### config.mk
export PLATFORM = sky130hd
export DESIGN_NAME = msp430_clock_gate_ctrl
export DESIGN_NICKNAME = d
export VERILOG_FILES = /design/src/rtl/msp430_clock_gate_ctrl.sv
export SDC_FILE = /design/constraint.sdc
export NUM_CORES = 1
export LEC_CHECK = 0
export BUFFER_PORTS_ARGS = -buffer_cell sky130_fd_sc_hd__buf_4
export CAP_MARGIN = 10
export CORE_AREA = 2 2 70 72
export DETAILED_ROUTE_END_ITERATION = 12
export DIE_AREA = 0 0 72 74
export PLACE_DENSITY = 0.82
export SYNTH_ARGS = -nofsm -noshare
export SYNTH_HDL_FRONTEND = slang
export SYNTH_SLANG_ARGS = --single-unit
### constraint.sdc
create_clock -name clk -period 2.35 [get_ports clk]
set_clock_uncertainty 0.1 [all_clocks]
set_input_delay 0.1175 -clock clk [delete_from_list [all_inputs] [get_ports clk]]
set_output_delay 0.1175 -clock clk [all_outputs]
set_load 0.01 [all_outputs]
### src/rtl/msp430_clock_gate_ctrl.sv
// msp430_clock_gate_ctrl: per-channel enable sequencer for msp430_clock_gate cells.
// Each channel wakes with a settle delay before ack and lingers after release
// before gating off. Optional feature macro: CLKGATE_DBG_FORCE_EN (adds dbg_force,
// which forces every cg_enable high after the registers).

// One channel: OFF -> WAKE -> ON -> LINGER -> OFF, enable/ack registered.
module msp430_clock_gate_ch #(
    parameter int WAKE_CYCLES = 2,
    parameter int IDLE_CYCLES = 8,
    parameter int CNT_W       = 8
) (
    input  logic clk,
    input  logic puc_rst_n,
    input  logic req,
    input  logic busy,
    output logic enable,
    output logic ack
);
    typedef enum logic [1:0] {
        ST_OFF    = 2'd0,
        ST_WAKE   = 2'd1,
        ST_ON     = 2'd2,
        ST_LINGER = 2'd3
    } state_t;

    localparam logic [CNT_W-1:0] WAKE_LD = CNT_W'(WAKE_CYCLES);
    localparam logic [CNT_W-1:0] IDLE_LD = CNT_W'(IDLE_CYCLES);
    localparam logic [CNT_W-1:0] CNT_ONE = CNT_W'(1);

    state_t           state_q, state_d;
    logic [CNT_W-1:0] cnt_q, cnt_d;
    logic             en_q, ack_q;

    // State, counter and the decoded outputs are all flops so enable is glitch-free.
    always_ff @(posedge clk) begin
        if (!puc_rst_n) begin
            state_q <= ST_OFF;
            cnt_q   <= '0;
            en_q    <= 1'b0;
            ack_q   <= 1'b0;
        end else begin
            state_q <= state_d;
            cnt_q   <= cnt_d;
            en_q    <= (state_d != ST_OFF);
            ack_q   <= (state_d == ST_ON);
        end
    end

    // Next-state: counters load on entry to WAKE/LINGER and never go below one.
    always_comb begin
        state_d = state_q;
        cnt_d   = cnt_q;
        unique case (state_q)
            ST_OFF: begin
                if (req) begin
                    if (WAKE_CYCLES == 0) begin
                        state_d = ST_ON;
                    end else begin
                        state_d = ST_WAKE;
                        cnt_d   = WAKE_LD;
                    end
                end
            end
            ST_WAKE: begin
                // Wake always runs to completion; ON re-evaluates req afterwards.
                if (cnt_q <= CNT_ONE) begin
                    state_d = ST_ON;
                    cnt_d   = '0;
                end else begin
                    cnt_d = cnt_q - CNT_ONE;
                end
            end
            ST_ON: begin
                if (!req && !busy) begin
                    if (IDLE_CYCLES == 0) begin
                        state_d = ST_OFF;
                    end else begin
                        state_d = ST_LINGER;
                        cnt_d   = IDLE_LD;
                    end
                end
            end
            ST_LINGER: begin
                // Renewed demand beats expiry on the same edge.
                if (req || busy) begin
                    state_d = ST_ON;
                    cnt_d   = '0;
                end else if (cnt_q <= CNT_ONE) begin
                    state_d = ST_OFF;
                    cnt_d   = '0;
                end else begin
                    cnt_d = cnt_q - CNT_ONE;
                end
            end
            default: begin
                state_d = ST_OFF;
                cnt_d   = '0;
            end
        endcase
    end

    assign enable = en_q;
    assign ack    = ack_q;
endmodule

// Top: array of independent channels plus the optional debug force.
module msp430_clock_gate_ctrl #(
    parameter int NUM_CH      = 4,
    parameter int WAKE_CYCLES = 2,
    parameter int IDLE_CYCLES = 8,
    parameter int CNT_W       = 8
) (
    input  logic              clk,
    input  logic              puc_rst_n,
`ifdef CLKGATE_DBG_FORCE_EN
    input  logic              dbg_force,
`endif
    input  logic [NUM_CH-1:0] cg_req,
    input  logic [NUM_CH-1:0] cg_busy,
    output logic [NUM_CH-1:0] cg_enable,
    output logic [NUM_CH-1:0] cg_ack,
    output logic              any_on
);
    logic [NUM_CH-1:0] en_reg;

    msp430_clock_gate_ch #(
        .WAKE_CYCLES (WAKE_CYCLES),
        .IDLE_CYCLES (IDLE_CYCLES),
        .CNT_W       (CNT_W)
    ) u_ch [NUM_CH-1:0] (
        .clk       (clk),
        .puc_rst_n (puc_rst_n),
        .req       (cg_req),
        .busy      (cg_busy),
        .enable    (en_reg),
        .ack       (cg_ack)
    );

`ifdef CLKGATE_DBG_FORCE_EN
    // Force sits after the registers so release takes effect the same cycle.
    assign cg_enable = en_reg | {NUM_CH{dbg_force}};
`else
    assign cg_enable = en_reg;
`endif

    assign any_on = |cg_enable;
endmodule

## Word level (Yosys, flattened, before mapping)

Index checks and enable logic that the tools add are counted.

| storage, ports and cells | value |
|---|---|
| register bits | 48 |
| input bits | 10 |
| output and inout bits | 9 |

| operators by class | value |
|---|---|
| add/subtract/negate cells | 4 |
| order comparisons | 4 |
| equal/unequal tests | 24 |
| multiplexer cells | 44 |
| reduce and logical (&&, ||, !) cells | 29 |

Operator list:

| cell | number |
|---|---|
| $mux 8 | 16 |
| $pmux 8 s4 | 4 |
| $mux 2 | 20 |
| $le 8x1->1 const B | 4 |
| $pmux 2 s4 | 4 |
| $sub 8x1->8 const B | 4 |
| $eq 2x2->1 const B | 12 |
| $eq 2x1->1 const B | 4 |
| $logic_not 1->1 | 8 |
| $logic_not 2->1 | 4 |
| $ne 2x1->1 const B | 4 |
| $ne 2x2->1 const B | 4 |
| $reduce_and 2->1 | 4 |
| $reduce_bool 2->1 | 4 |
| $logic_and 1x1->1 | 4 |
| $logic_or 1x1->1 | 4 |
| $reduce_or 4->1 | 1 |

## Longest topological paths before layout

Gate-level depths: netlist (run 1).

| depth | value |
|---|---|
| word-level depth | 5 |
| mapped depth | 6 |
| depth with buffers taken out | 6 |

## By module

A second synthesis (run 1) with hierarchy kept.

| second synthesis, totals | value |
|---|---|
| cell total of the unflattened synthesis | 269 |
| area total of the unflattened synthesis | 2650.0 sq um |

By module, submodules not included:

| module | times used | cells each | area an instance (sq um) | seq. area each (sq um) |
|---|---|---|---|---|
| msp430_clock_gate_ch | 4 | 67 | 660.6 | 240.2 |
| msp430_clock_gate_ctrl | 1 | 1 | 7.5 | 0.0 |

## Worst setup path after synthesis (run 1)

No wires, ideal clock.

| path | value |
|---|---|
| path type | flip-flop to flip-flop |
| from | register u_ch[3].cnt_q[3] |
| to | register u_ch[3].cnt_q[2] |
| library setup time | 0.133 ns |
| data arrival time | 1.674 ns |
| required time | 2.117 ns |
| setup slack | 0.443 ns |
| cell stages (with the launch flop) | 5 |
| path buffers | 0 |
| period minus slack after synthesis | 1.907 ns |
| cell sequence | dfxtp_1 > or4_4 > o311a_2 > o21ai_0 > nor2_1 |

| on the way | value |
|---|---|
| cells in the longest elaborated chain, start to end | 4 |

RTL lines:

| element | line | RTL |
|---|---|---|
| from (decl) | 31 | `logic [CNT_W-1:0] cnt_q, cnt_d;` |
| from (signal assigned) | 43 | `cnt_q <= cnt_d;` |
| $le 8x1->1 (*) | 66, 88 |  |
| $mux 8 (*) | 66, 88 |  |
| $mux 8 | 85 | `if (req \|\| busy) begin` |
| $pmux 8 s4 (*) | 53 | `unique case (state_q)` |

Mark *: on every way between the ends. The rest lies on a longest branch, timed or not.
A chain may end at the register's enable or synchronous reset.

## Worst setup path after layout (run 1)

| path | value |
|---|---|
| from | register u_ch[2].cnt_q[2] |
| to | register u_ch[2].cnt_q[4] |

| on the way | value |
|---|---|
| cells in the longest elaborated chain, start to end | 4 |
| elaborated cells between the ends (all ways) | 5 |
| classes of those cells | 1 x add/sub; 1 x order compare; 3 x mux |

RTL lines:

| element | line |
|---|---|
| from (decl) | 31 |
| from (signal assigned) | 43 |
| $sub 8x1->8 or $le 8x1->1 (tied branches) | - |
| $mux 8 (*) | 66, 88 |
| $mux 8 | 85 |
| $pmux 8 s4 (*) | 53 |

Marks and branches as above.

==> insert_results.sql, run 1 <==
INSERT INTO impl_metrics (metric_group, metric, value, unit) VALUES
('run_status', 'run_status', 'completed', ''),
('timing', 'hold_ws', '0.0105', 'ns'),
('power_and_ir_drop', 'static-leakage-power', '0.00112', 'µW'),
('placement', 'postPlaceCellArea', '0.00261', 'mm²'),
('routing', 'post-route-drc-count', '0', ''),
('placement', 'place_ws', '0.362', 'ns'),
('global_routing', 'groute.usage.overall', '0.198', ''),
('timing', 'finalSetupViolCount', '0', ''),
('placement', 'port-buffer-count', '18', ''),
('power_and_ir_drop', 'ir_worst_vdd', '0.000815', 'V'),
('worst_setup_path', 'cells_along_the_critical_path', 'or3_1, o311ai_0, a21o_1, nor2_1', ''),
('timing', 'max_freq', '492', 'MHz'),
('power_and_ir_drop', 'seq_power_share', '0.362', ''),
('clock_network', 'tritoncts', 'built', ''),
('logic_synthesis', 'edff_count_synth', '0', ''),
('logic_synthesis', 'synth-warning-count', '0', ''),
('die', 'placement_rows', '25', ''),
('placement', 'gp_congestion', '0.861', ''),
('global_routing', 'congestion_overflow_gr', '0', ''),
('logic_synthesis', 'synth_largest_area_cell', 'sky130_fd_sc_hd__dfxtp_1', ''),
('worst_setup_path', 'worst_ep_arrival_time', '2.13', 'ns'),
('timing', 'final_min_period_over_clock_period', '0.866', ''),
('layout', 'drive_gt1_frac', '0.146', ''),
('logic_synthesis', 'synthDominantCellAreaShare', '0.393', ''),
('power_and_ir_drop', 'power.net_switching', '1800', 'µW'),
('worst_setup_path', 'worstPathRequired', '2.45', 'ns'),
('die', 'initial_core_utilization', '0.532', ''),
('global_routing', 'grt_pass1_wl', '8470', 'µm'),
('clock_network', 'number_of_buffers_added_by_the_clock_tree_synthesis_step', '5', ''),
('logic_synthesis', 'synthArstFlopShare', '0', ''),
('timing', 'finalHoldViolations', '0', ''),
('worst_setup_path', 'top_fanout_value_on_the_critical_path', '6', ''),
('logic_synthesis', 'synth.distinct_cells', '44', ''),
('worst_setup_path', 'timing.critical_path.from_type', 'flop', ''),
('clock_network', 'clock_pin_slew_worst_setup_and_hold_paths', '0.09', 'ns'),
('power_and_ir_drop', 'switching_share', '0.413', ''),
('layout', 'post-route-util', '0.592', ''),
('die', 'ioPinCount', '19', ''),
('worst_setup_path', 'crit_family', 'compound AO/OA/AOI/OAI gates', ''),
('timing', 'grt_setup_unrepaired', 'false', ''),
('logic_synthesis', 'synthesis.area_per_instance', '8.80', 'µm²'),
('timing', 'final-max-slew-violation-count', '0', ''),
('timing', 'post-route-min-period', '2.03', 'ns'),
('routing', 'via_count', '2042', ''),
('die', 'dieArea', '0.00533', 'mm²'),
('worst_setup_path', 'library_cell_contributing_the_largest_single_delay_on_the_critical_path', 'sky130_fd_sc_hd__o311ai_0', ''),
('logic_synthesis', 'synth.top_cells.by_area', 'sky130_fd_sc_hd__dfxtp_1 39%, sky130_fd_sc_hd__nor2_1 6.1%, sky130_fd_sc_hd__xor2_1 5.0%', ''),
('layout', 'seq_area', '961', 'µm²'),
('logic_synthesis', 'postSynth.topFlopCell', 'sky130_fd_sc_hd__dfxtp_1', ''),
('routing', 'wl', '4760', 'µm'),
('global_routing', 'antenna_violations_before_repair', '0', ''),
('placement', 'dpl.hpwl', '3410', 'µm'),
('clock_network', 'cts_setup_buffers', '0', ''),
('layout', 'fillers', '404', ''),
('worst_setup_path', 'timing.reg2reg.setup_slack', '0.32', 'ns'),
('power_and_ir_drop', 'power-per-cell-area', '1600', 'mW/mm²'),
('layout', 'design_area', '0.00272', 'mm²'),
('routing', 'avgViaCountPerCell', '5.85', ''),
('timing', 'worst_slew_margin', '0.533', ''),
('worst_setup_path', 'critPathCaptureType', 'flop', ''),
('logic_synthesis', 'syn-instance-count', '278', ''),
('logic_synthesis', 'synthesis.nets', '296', ''),
('die', 'die_w', '72', 'µm'),
('hold_path', 'hold_path_class', 'in2reg', ''),
('routing', 'detailedRoute.firstPassIterationCount', '4', ''),
('power_and_ir_drop', 'p_int', '2560', 'µW'),
('die', 'floorplan.die.height', '74', 'µm'),
('worst_setup_path', 'setup.worst_path.class', 'reg2reg', ''),
('timing', 'fin_tns_setup', '0', 'ns'),
('timing', 'worst-slew-pin-transition', '0.691', 'ns'),
('routing', 'detail-route-antenna-nets', '0', '');
-- synthesized netlist by cell type (3+ instances only) --
cell type                  number
sky130_fd_sc_hd__dfxtp_1       48
sky130_fd_sc_hd__nor2_1        40
sky130_fd_sc_hd__a21oi_1       17
sky130_fd_sc_hd__nor3_1        16
sky130_fd_sc_hd__o21ai_0       15
sky130_fd_sc_hd__xor2_1        14
sky130_fd_sc_hd__o311ai_0      12
sky130_fd_sc_hd__inv_1         11
sky130_fd_sc_hd__or3_1         10
sky130_fd_sc_hd__buf_4          8
sky130_fd_sc_hd__ha_1           8
sky130_fd_sc_hd__clkbuf_1       7
sky130_fd_sc_hd__o31ai_1        6
sky130_fd_sc_hd__nand2_1        5
sky130_fd_sc_hd__nor2b_1        4
sky130_fd_sc_hd__nor3b_2        4
sky130_fd_sc_hd__nor4_1         4
sky130_fd_sc_hd__or4_1          4
sky130_fd_sc_hd__xnor2_1        4
sky130_fd_sc_hd__nand2b_1       3
sky130_fd_sc_hd__nand3b_1       3
sky130_fd_sc_hd__o21a_1         3
sky130_fd_sc_hd__o221a_2        3
sky130_fd_sc_hd__o311a_1        3
-- power by group through the flow --
| stage | Sequential, µW | Clock (µW) | Combinational [µW] |
|---|---|---|---|
| after floorplan | 1420 | 0 | 1820 |
| after global placement | 1570 | 0 | 2100 |
| after detailed placement | 1580 | 0 | 2150 |
| after CTS | 1570 | 631 | 2170 |
| after global routing | 1640 | 661 | 2480 |
| final | 1580 | 614 | 2170 |
-- final cells by class --
| cell class | instances | share of cell area |
|---|---|---|
| multi-input combinational | 204 | 0.499 |
| sequential | 48 | 0.353 |
| timing repair buffer | 24 | 0.0661 |
| clock buffer | 5 | 0.0253 |
| tap | 54 | 0.0248 |
| clock inverter | 3 | 0.0170 |
| inverter | 11 | 0.0152 |
-- routing by layer --
metal	vias to the layer above	track usage	wire, µm
met5	-	0	0
met4	0	0.0629	57
met3	7	0.0434	204
met2	33	0.332	2250
met1	949	0.255	2250
li1	1053	-	-
-- state kept, by name (all words and copies together) (netlist names) --
name	cells
u_ch.state_q	8
u_ch.enable	4
u_ch.ack	4
u_ch.cnt_q	32
-- final timing paths --
path | endpoint | cells after the start | start
worst max-delay path | u_ch[2].cnt_q[4] | 4 | u_ch[2].cnt_q[2]
worst min-delay path | u_ch[2].enable | 2 | cg_req[2]
worst max register to register | u_ch[2].cnt_q[4] | 4 | u_ch[2].cnt_q[2]
worst min register to register | u_ch[2].cnt_q[7] | 2 | u_ch[2].cnt_q[7]
-- cells by family (layout without fill, tap and decap cells) --
group / after synthesis / count (layout) / synth area share
adder cells (fa/ha/maj): 8 / 8 / 0.0409
AND/OR/NAND/NOR: 102 / 102 / 0.229
flip-flops: 48 / 48 / 0.393
multiplexers: 1 / 1 / 0.00409
buffers and inverters: 26 / 43 / 0.0522
AO/OA/AOI/OAI: 75 / 75 / 0.217
XOR/XNOR: 18 / 18 / 0.0644
-- stage by stage --
step / total power [µW] / instances
after floorplan: 3250 / 278
after global placement: 3670 / 341
after detailed placement: 3730 / 341
after CTS: 4370 / 349
after global routing: 4790 / 349
final: 4360 / 349
-- cells in the final DEF, fill, tap and decap left out, types with 3 or more instances in the layout --
cell	instances
sky130_fd_sc_hd__a21oi_1	17
sky130_fd_sc_hd__buf_4	24
sky130_fd_sc_hd__clkbuf_8	5
sky130_fd_sc_hd__dfxtp_1	48
sky130_fd_sc_hd__ha_1	8
sky130_fd_sc_hd__inv_1	11
sky130_fd_sc_hd__nand2_1	5
sky130_fd_sc_hd__nand2b_1	3
sky130_fd_sc_hd__nand3b_1	3
sky130_fd_sc_hd__nor2_1	40
sky130_fd_sc_hd__nor2b_1	4
sky130_fd_sc_hd__nor3_1	16
sky130_fd_sc_hd__nor3b_2	4
sky130_fd_sc_hd__nor4_1	4
sky130_fd_sc_hd__o21a_1	3
sky130_fd_sc_hd__o21ai_0	15
sky130_fd_sc_hd__o221a_2	3
sky130_fd_sc_hd__o311a_1	3
sky130_fd_sc_hd__o311ai_0	12
sky130_fd_sc_hd__o31ai_1	6
sky130_fd_sc_hd__or3_1	10
sky130_fd_sc_hd__or4_1	4
sky130_fd_sc_hd__xnor2_1	4
sky130_fd_sc_hd__xor2_1	14
Note: power is estimated with default switching activity, not from simulation.
==> inputs of run 2 (changes only) <==
ABC_AREA = 1   (was unset)
CORE_AREA = 2 2 75 77   (was 2 2 70 72)
DIE_AREA = 0 0 77 79   (was 0 0 72 74)
PLACE_DENSITY = 0.81   (was 0.82)
==> insert_results.sql, run 2 <==
INSERT INTO impl_metrics (metric_group, metric, value, unit) VALUES
('worst_setup_path', 'worst_ep_arrival_time', '1.80', 'ns'),
('clock_network', 'clk_root_buffer_cell', 'sky130_fd_sc_hd__clkbuf_8', ''),
('routing', 'initialDrtViolationCount', '88', ''),
('die', 'coreArea', '0.00534', 'mm²'),
('layout', 'antenna-diode-count', '0', ''),
('clock_network', 'number_of_buffers_added_by_the_clock_tree_synthesis_step', '5', ''),
('placement', 'dpl.hpwl', '4230', 'µm'),
('logic_synthesis', 'synthDominantCellAreaShare', '0.342', ''),
('hold_path', 'beginning_of_the_worst_hold_path', 'cg_req[3]', ''),
('routing', 'route.detailed.wl_per_inst', '10.4', 'µm'),
('layout', 'drive_gt1_frac', '0.130', ''),
('clock_network', 'tritoncts', 'built', ''),
('layout', 'nNetsFinal', '472', ''),
('logic_synthesis', 'synthArstFlopShare', '0', ''),
('layout', 'final_cell_mix', '107 x sky130_fd_sc_hd__nand2_1, 76 x sky130_fd_sc_hd__nor2_1, 62 x sky130_fd_sc_hd__inv_1', ''),
('die', 'placement_rows', '27', ''),
('logic_synthesis', 'synthesis.nets', '459', ''),
('clock_network', 'clock_latency', '0.31', 'ns'),
('layout', 'layout.cells.most_common', 'sky130_fd_sc_hd__nand2_1', ''),
('timing', 'post-route-min-period', '1.66', 'ns'),
('logic_synthesis', 'post_synth_instance_area', '0.00281', 'mm²'),
('logic_synthesis', 'synth_largest_area_cell', 'sky130_fd_sc_hd__dfxtp_1', ''),
('hold_path', 'timing.hold.worst_endpoint', 'u_ch[3].cnt_q[3]', ''),
('logic_synthesis', 'edff_count_synth', '0', ''),
('die', 'floorplan.die.height', '79', 'µm'),
('timing', 'worst-slew-pin-transition', '0.453', 'ns'),
('hold_path', 'hold-path-cell-count', '4', ''),
('clock_network', 'cts_setup_buffers', '0', ''),
('worst_setup_path', 'destination_of_the_worst_register_to_register_timing_path', 'u_ch[3].cnt_q[4]', ''),
('layout', 'biggestRegsByFlops', 'u_ch.cnt_q: 32 flops, u_ch.state_q: 8 flops', ''),
('global_routing', 'groute.usage.overall', '0.190', ''),
('global_routing', 'congestion_overflow_gr', '0', ''),
('power_and_ir_drop', 'switching_share', '0.484', ''),
('timing', 'finalHoldViolations', '0', ''),
('power_and_ir_drop', 'ir_worst_vdd', '0.000623', 'V'),
('job', 'cap_violations', '0', ''),
('worst_setup_path', 'worstRegToRegCells', '9', ''),
('worst_setup_path', 'setup.worst_path.class', 'reg2reg', ''),
('timing', 'finalSetupViolCount', '0', ''),
('worst_setup_path', 'regToRegStartpoint', 'u_ch[3].cnt_q[0]', ''),
('logic_synthesis', 'post-synth-top-count-cell', 'sky130_fd_sc_hd__nand2_1', ''),
('layout', 'post-route-util', '0.575', ''),
('power_and_ir_drop', 'totalPowerFinal', '4790', 'µW'),
('logic_synthesis', 'syn-instance-count', '441', ''),
('die', 'dieArea', '0.00608', 'mm²'),
('placement', 'gp_congestion', '0.880', ''),
('die', 'ioPinCount', '19', ''),
('power_and_ir_drop', 'power-per-cell-area', '1560', 'mW/mm²'),
('power_and_ir_drop', 'portion_of_total_power_attributed_to_combinational_logic', '0.561', ''),
('clock_network', 'cts.path.max_buffers', '2', ''),
('timing', 'fin_tns_setup', '0', 'ns'),
('routing', 'detailedRoute.firstPassIterationCount', '4', ''),
('die', 'initial_core_utilization', '0.526', ''),
('clock_network', 'cts_resized', '0', ''),
('power_and_ir_drop', 'p_int', '2470', 'µW'),
('clock_network', 'ctsHtreeMaxLevel', '2', ''),
('routing', 'avgViaCountPerCell', '4.99', ''),
('timing', 'final-max-slew-violation-count', '0', ''),
('worst_setup_path', 'timing.critical_path.from_type', 'flop', ''),
('logic_synthesis', 'synthesis.area_per_instance', '6.37', 'µm²'),
('timing', 'worst_slew_margin', '0.695', ''),
('logic_synthesis', 'synth.cells.most_frequent', '107 x sky130_fd_sc_hd__nand2_1, 76 x sky130_fd_sc_hd__nor2_1, 62 x sky130_fd_sc_hd__inv_1', ''),
('logic_synthesis', 'synth.ff_latch_count', '48', ''),
('placement', 'port-buffer-count', '18', ''),
('power_and_ir_drop', 'power.net_switching', '2310', 'µW'),
('layout', 'largest_register_ff_count', '32', ''),
('worst_setup_path', 'timing.reg2reg.setup_slack', '0.69', 'ns'),
('logic_synthesis', 'synth-warning-count', '0', ''),
('routing', 'via_count', '2630', ''),
('power_and_ir_drop', 'seq_power_share', '0.305', ''),
('logic_synthesis', 'yosysSeqAreaShare', '0.342', ''),
('timing', 'grt_setup_unrepaired', 'false', ''),
('timing', 'final_min_period_over_clock_period', '0.705', ''),
('clock_network', 'cts_hold_buffers', '0', ''),
('run_status', 'run_status', 'completed', ''),
('die', 'die_w', '77', 'µm'),
('power_and_ir_drop', 'pwr-share-clk', '0.134', ''),
('global_routing', 'antenna_violations_before_repair', '0', ''),
('power_and_ir_drop', 'static-leakage-power', '0.00155', 'µW'),
('layout', 'fillers', '546', ''),
('layout', 'registers.top_by_ff_count', 'u_ch.cnt_q', ''),
('clock_network', 'numClockSinks', '48', ''),
('worst_setup_path', 'worstPathRequired', '2.49', 'ns'),
('routing', 'wl', '5490', 'µm'),
('worst_setup_path', 'critPathCaptureType', 'flop', ''),
('global_routing', 'maximum_number_of_pins_on_one_net_before_global_route_repair', '23', ''),
('timing', 'hold_ws', '0.0309', 'ns'),
('clock_network', 'clock_pin_slew_worst_setup_and_hold_paths', '0.09', 'ns'),
('hold_path', 'hold_path_class', 'in2reg', ''),
('logic_synthesis', 'synth.top_cells.by_area', 'sky130_fd_sc_hd__dfxtp_1 34%, sky130_fd_sc_hd__nand2_1 14%, sky130_fd_sc_hd__nor2_1 10%', ''),
('worst_setup_path', 'top_fanout_value_on_the_critical_path', '5', ''),
('global_routing', 'number_of_global_route_vias_before_repair', '2399', ''),
('routing', 'post-route-drc-count', '0', ''),
('global_routing', 'grt_pass1_wl', '9600', 'µm'),
('layout', 'instances_no_fill', '527', ''),
('logic_synthesis', 'synth.distinct_cells', '27', ''),
('timing', 'max_freq', '604', 'MHz'),
('logic_synthesis', 'postSynth.topFlopCell', 'sky130_fd_sc_hd__dfxtp_1', ''),
('routing', 'detail-route-antenna-nets', '0', ''),
('placement', 'place.detailed.instances', '519', ''),
('layout', 'syn_to_final_growth', '9.31', '%');
run 2: how the worst max path moves through the flow:
stage / start / slack, ns / endpoint / depth (start not counted)
2_1_floorplan: u_ch[1].cnt_q[0] / 0.91 / u_ch[1].cnt_q[0] / 10
3_3_place_gp: u_ch[3].cnt_q[0] / 0.76 / u_ch[3].cnt_q[7] / 9
3_5_place_dp: u_ch[3].cnt_q[0] / 0.74 / u_ch[3].cnt_q[7] / 9
4_1_cts: u_ch[3].cnt_q[0] / 0.68 / u_ch[3].cnt_q[6] / 9
5_1_grt: u_ch[3].cnt_q[0] / 0.54 / u_ch[3].cnt_q[4] / 9
6_report: u_ch[3].cnt_q[0] / 0.69 / u_ch[3].cnt_q[4] / 9
run 2: worst max-delay path: stages, from the launching register on:
cell and delay [ns]:
sky130_fd_sc_hd__dfxtp_1 0.39, sky130_fd_sc_hd__inv_1 0.11, sky130_fd_sc_hd__ha_1 0.25, sky130_fd_sc_hd__nor2_1 0.14
sky130_fd_sc_hd__nor2_2 0.07, sky130_fd_sc_hd__nand2_1 0.11, sky130_fd_sc_hd__nand2_1 0.09, sky130_fd_sc_hd__nand2_1 0.08
sky130_fd_sc_hd__nand2_2 0.11, sky130_fd_sc_hd__a21oi_1 0.13
run 2: stage by stage:
step	setup WS, ns	cell area (µm²)
CTS	0.685	3070
finish	0.693	3070
floorplan	0.908	2810
global route	0.543	3070
detailed placement	0.737	2950
global placement	0.761	2950
run 2: area by class of cell:
| cell class | count | area [µm²] | share of cell area |
|---|---|---|---|
| Clock buffer | 6 | 82.6 | 0.0269 |
| Clock inverter | 2 | 38.8 | 0.0126 |
| Tap cell | 72 | 90.1 | 0.0293 |
| Timing Repair Buffer | 18 | 135 | 0.0440 |
| Sequential cell | 48 | 961 | 0.313 |
| Multi-Input combinational cell | 314 | 1510 | 0.491 |
| Inverter | 67 | 254 | 0.0827 |
run 2: logic make-up (layout without fill, tap and decap cells):
group	count (synthesis)	in the layout	synth area share
flops	48	48	0.342
buf+inv	79	93	0.121
simple gates	260	260	0.408
fa+ha+maj	8	8	0.0356
compound gates	46	46	0.0935
run 2: metal layers:
metal / wire [µm] / vias to the layer above / GRT usage
met4: 85 / 0 / 0.0732
li1: - / 1407 / -
met5: 0 / - / 0
met1: 2500 / 1170 / 0.223
met3: 151 / 11 / 0.0364
met2: 2750 / 42 / 0.345
run 2: power groups by stage:
stage / combinational, µW / sequential (µW) / clock [µW]
5_1_grt: 3120 / 1510 / 689
3_3_place_gp: 2580 / 1460 / 0
3_5_place_dp: 2670 / 1470 / 0
2_1_floorplan: 2240 / 1390 / 0
6_report: 2680 / 1460 / 641
4_1_cts: 2690 / 1460 / 658
==> inputs of run 3 (changes only) <==
CORE_AREA = 2 2 76 78   (was 2 2 75 77)
DIE_AREA = 0 0 78 80   (was 0 0 77 79)
PLACE_DENSITY = 0.82   (was 0.81)
clock period = 1.39 ns   (was 2.35 ns; I/O delays follow)
==> insert_results.sql, run 3 (synthesized netlist as in run 2, its figures left out) <==
INSERT INTO impl_metrics (metric_group, metric, value, unit) VALUES
('routing', 'post-route-drc-count', '0', ''),
('layout', 'design_area', '0.00368', 'mm²'),
('clock_network', 'ctsHtreeMaxLevel', '2', ''),
('worst_setup_path', 'library_cell_contributing_the_largest_single_delay_on_the_critical_path', 'sky130_fd_sc_hd__or4_4', ''),
('worst_setup_path', 'critical_path.max_stage_delay', '0.53', 'ns'),
('timing', 'worst_slew_margin', '0.785', ''),
('die', 'dieArea', '0.00624', 'mm²'),
('routing', 'route.detailed.wl_per_inst', '14.1', 'µm'),
('timing', 'post-route-min-period', '1.45', 'ns'),
('clock_network', 'tritoncts', 'built', ''),
('worst_setup_path', 'critPathCaptureType', 'output port', ''),
('global_routing', 'maximum_number_of_pins_on_one_net_before_global_route_repair', '23', ''),
('worst_setup_path', 'worstPathRequired', '1.22', 'ns'),
('global_routing', 'number_of_global_route_vias_before_repair', '2747', ''),
('worst_setup_path', 'setup.worst_path.class', 'reg2out', ''),
('power_and_ir_drop', 'static-leakage-power', '0.00174', 'µW'),
('hold_path', 'hold_path_class', 'in2reg', ''),
('timing', 'grt_setup_unrepaired', 'true', ''),
('run_status', 'failed_checks', 'setup timing', ''),
('job', 'cap_violations', '0', ''),
('clock_network', 'clock_pin_slew_worst_setup_and_hold_paths', '0.09', 'ns'),
('routing', 'via_count', '2989', ''),
('layout', 'layout.cells.most_common', 'sky130_fd_sc_hd__nand2_1', ''),
('worst_setup_path', 'cells_along_the_critical_path', 'or4_4, buf_6', ''),
('placement', 'port-buffer-count', '18', ''),
('layout', 'instances_no_fill', '554', ''),
('worst_setup_path', 'worst_ep_arrival_time', '1.28', 'ns'),
('layout', 'biggestRegsByFlops', 'u_ch.cnt_q: 32 flops, u_ch.state_q: 8 flops', ''),
('clock_network', 'clock_latency', '0.30', 'ns'),
('layout', 'final_cell_mix', '94 x sky130_fd_sc_hd__nand2_1, 57 x sky130_fd_sc_hd__nor2_1, 53 x sky130_fd_sc_hd__inv_1', ''),
('clock_network', 'cts.path.max_buffers', '2', ''),
('timing', 'worst-slew-pin-transition', '0.322', 'ns'),
('layout', 'largest_register_ff_count', '32', ''),
('layout', 'antenna-diode-count', '0', ''),
('placement', 'gp_congestion', '0.901', ''),
('layout', 'drive_gt1_frac', '0.346', ''),
('global_routing', 'antenna_violations_before_repair', '0', ''),
('power_and_ir_drop', 'power-per-cell-area', '2840', 'mW/mm²'),
('routing', 'wl', '7830', 'µm'),
('placement', 'dpl.hpwl', '4490', 'µm'),
('die', 'placement_rows', '27', ''),
('timing', 'final_min_period_over_clock_period', '1.05', ''),
('die', 'coreArea', '0.00541', 'mm²'),
('die', 'initial_core_utilization', '0.520', ''),
('global_routing', 'groute.usage.overall', '0.226', ''),
('power_and_ir_drop', 'totalPowerFinal', '10500', 'µW'),
('placement', 'place.detailed.instances', '540', ''),
('die', 'ioPinCount', '19', ''),
('clock_network', 'number_of_buffers_added_by_the_clock_tree_synthesis_step', '5', ''),
('clock_network', 'numClockSinks', '48', ''),
('timing', 'finalHoldViolations', '0', ''),
('die', 'floorplan.die.height', '80', 'µm'),
('timing', 'worst_slack', '-0.0631', 'ns'),
('die', 'die_w', '78', 'µm'),
('routing', 'avgViaCountPerCell', '5.40', ''),
('layout', 'syn_to_final_growth', '31.0', '%'),
('global_routing', 'grt_pass1_wl', '11500', 'µm'),
('run_status', 'run_status', 'finished with violations', ''),
('routing', 'detail-route-antenna-nets', '0', ''),
('worst_setup_path', 'timing.critical_path.from_type', 'flop', ''),
('timing', 'max_freq', '688', 'MHz'),
('routing', 'initialDrtViolationCount', '216', ''),
('worst_setup_path', 'top_fanout_value_on_the_critical_path', '2', ''),
('placement', 'postPlaceCellArea', '0.00311', 'mm²'),
('global_routing', 'congestion_overflow_gr', '0', ''),
('timing', 'final-max-slew-violation-count', '0', ''),
('layout', 'nNetsFinal', '499', ''),
('layout', 'registers.top_by_ff_count', 'u_ch.cnt_q', ''),
('clock_network', 'clk_root_buffer_cell', 'sky130_fd_sc_hd__clkbuf_8', ''),
('timing', 'finalSetupViolCount', '10', ''),
('routing', 'detailedRoute.firstPassIterationCount', '5', ''),
('power_and_ir_drop', 'ir_worst_vdd', '0.00146', 'V');
[run 3: changes by cell type in the layout (fill, tap and decap cells not counted), moves of 10 or more]
| cell | delta |
|---|---|
| sky130_fd_sc_hd__buf_4 | +22 |
| sky130_fd_sc_hd__nor2_1 | -19 |
| sky130_fd_sc_hd__dfxtp_1 | -15 |
| sky130_fd_sc_hd__nand2_1 | -13 |
| sky130_fd_sc_hd__nand2_2 | +11 |
| sky130_fd_sc_hd__nor2_4 | +10 |
[run 3: final timing paths]
| check | depth (start not counted) | from | to | slack [ns] |
|---|---|---|---|---|
| min | 4 | cg_req[3] | u_ch[3].ack | 0.01 |
| max | 2 | u_ch[3].enable | any_on | -0.06 |
| min reg2reg | 2 | u_ch[3].cnt_q[6] | u_ch[3].cnt_q[6] | 0.40 |
| max reg2reg | 8 | u_ch[3].cnt_q[0] | u_ch[3].cnt_q[4] | -0.05 |
[run 3: layout make-up]
cell class	count	area (µm²)
clock buffer	7	96.3
clock inverter	1	30.0
fill	433	1720
inverter	67	272
multi-input combinational	315	1850
sequential	48	995
tap	72	90.1
timing repair buffer	44	344
[run 3: power breakdown]
group	internal, µW	switching, µW	total [µW]
registers	2010	642	2650
clock network	636	492	1130
logic	2750	3950	6690
[run 3: per-stage QoR]
step | TNS [ns] | hold slack [ns] | util | worst slack (ns)
6_report | -0.252 | 0.0145 | 0.681 | -0.0631
5_1_grt | -2.16 | 0.0386 | 0.681 | -0.106
4_1_cts | -0.0684 | 0.0185 | 0.622 | -0.0684
3_5_place_dp | -1.06 | 0.309 | 0.575 | -0.0814
3_3_place_gp | -0.170 | 0.285 | 0.575 | -0.0375
2_1_floorplan | -0.00744 | 0.132 | - | -0.00744
[run 3: worst max-delay path, delay by kind of cell (launching register included)]
| family | cells | cell delay, ns |
|---|---|---|
| buf+inv | 1 | 0.13 |
| simple gates | 1 | 0.53 |
| flops | 1 | 0.32 |
[run 3: what timing repair did]
action	4_1_cts	5_1_grt
endpoints found under the setup margin	38	47
hold buffers	1	0
endpoints found under the hold margin	1	0
setup buffers	2	2
gates cloned	0	1
pin swaps	7	31
resized for setup	30	92
[run 3: layer usage]
metal | track usage | wire length (µm) | share of wire
met5 | 0 | 0 | 0
met4 | 0.100 | 299 | 0.038
met3 | 0.0452 | 328 | 0.042
met2 | 0.416 | 4190 | 0.54
met1 | 0.251 | 3000 | 0.38
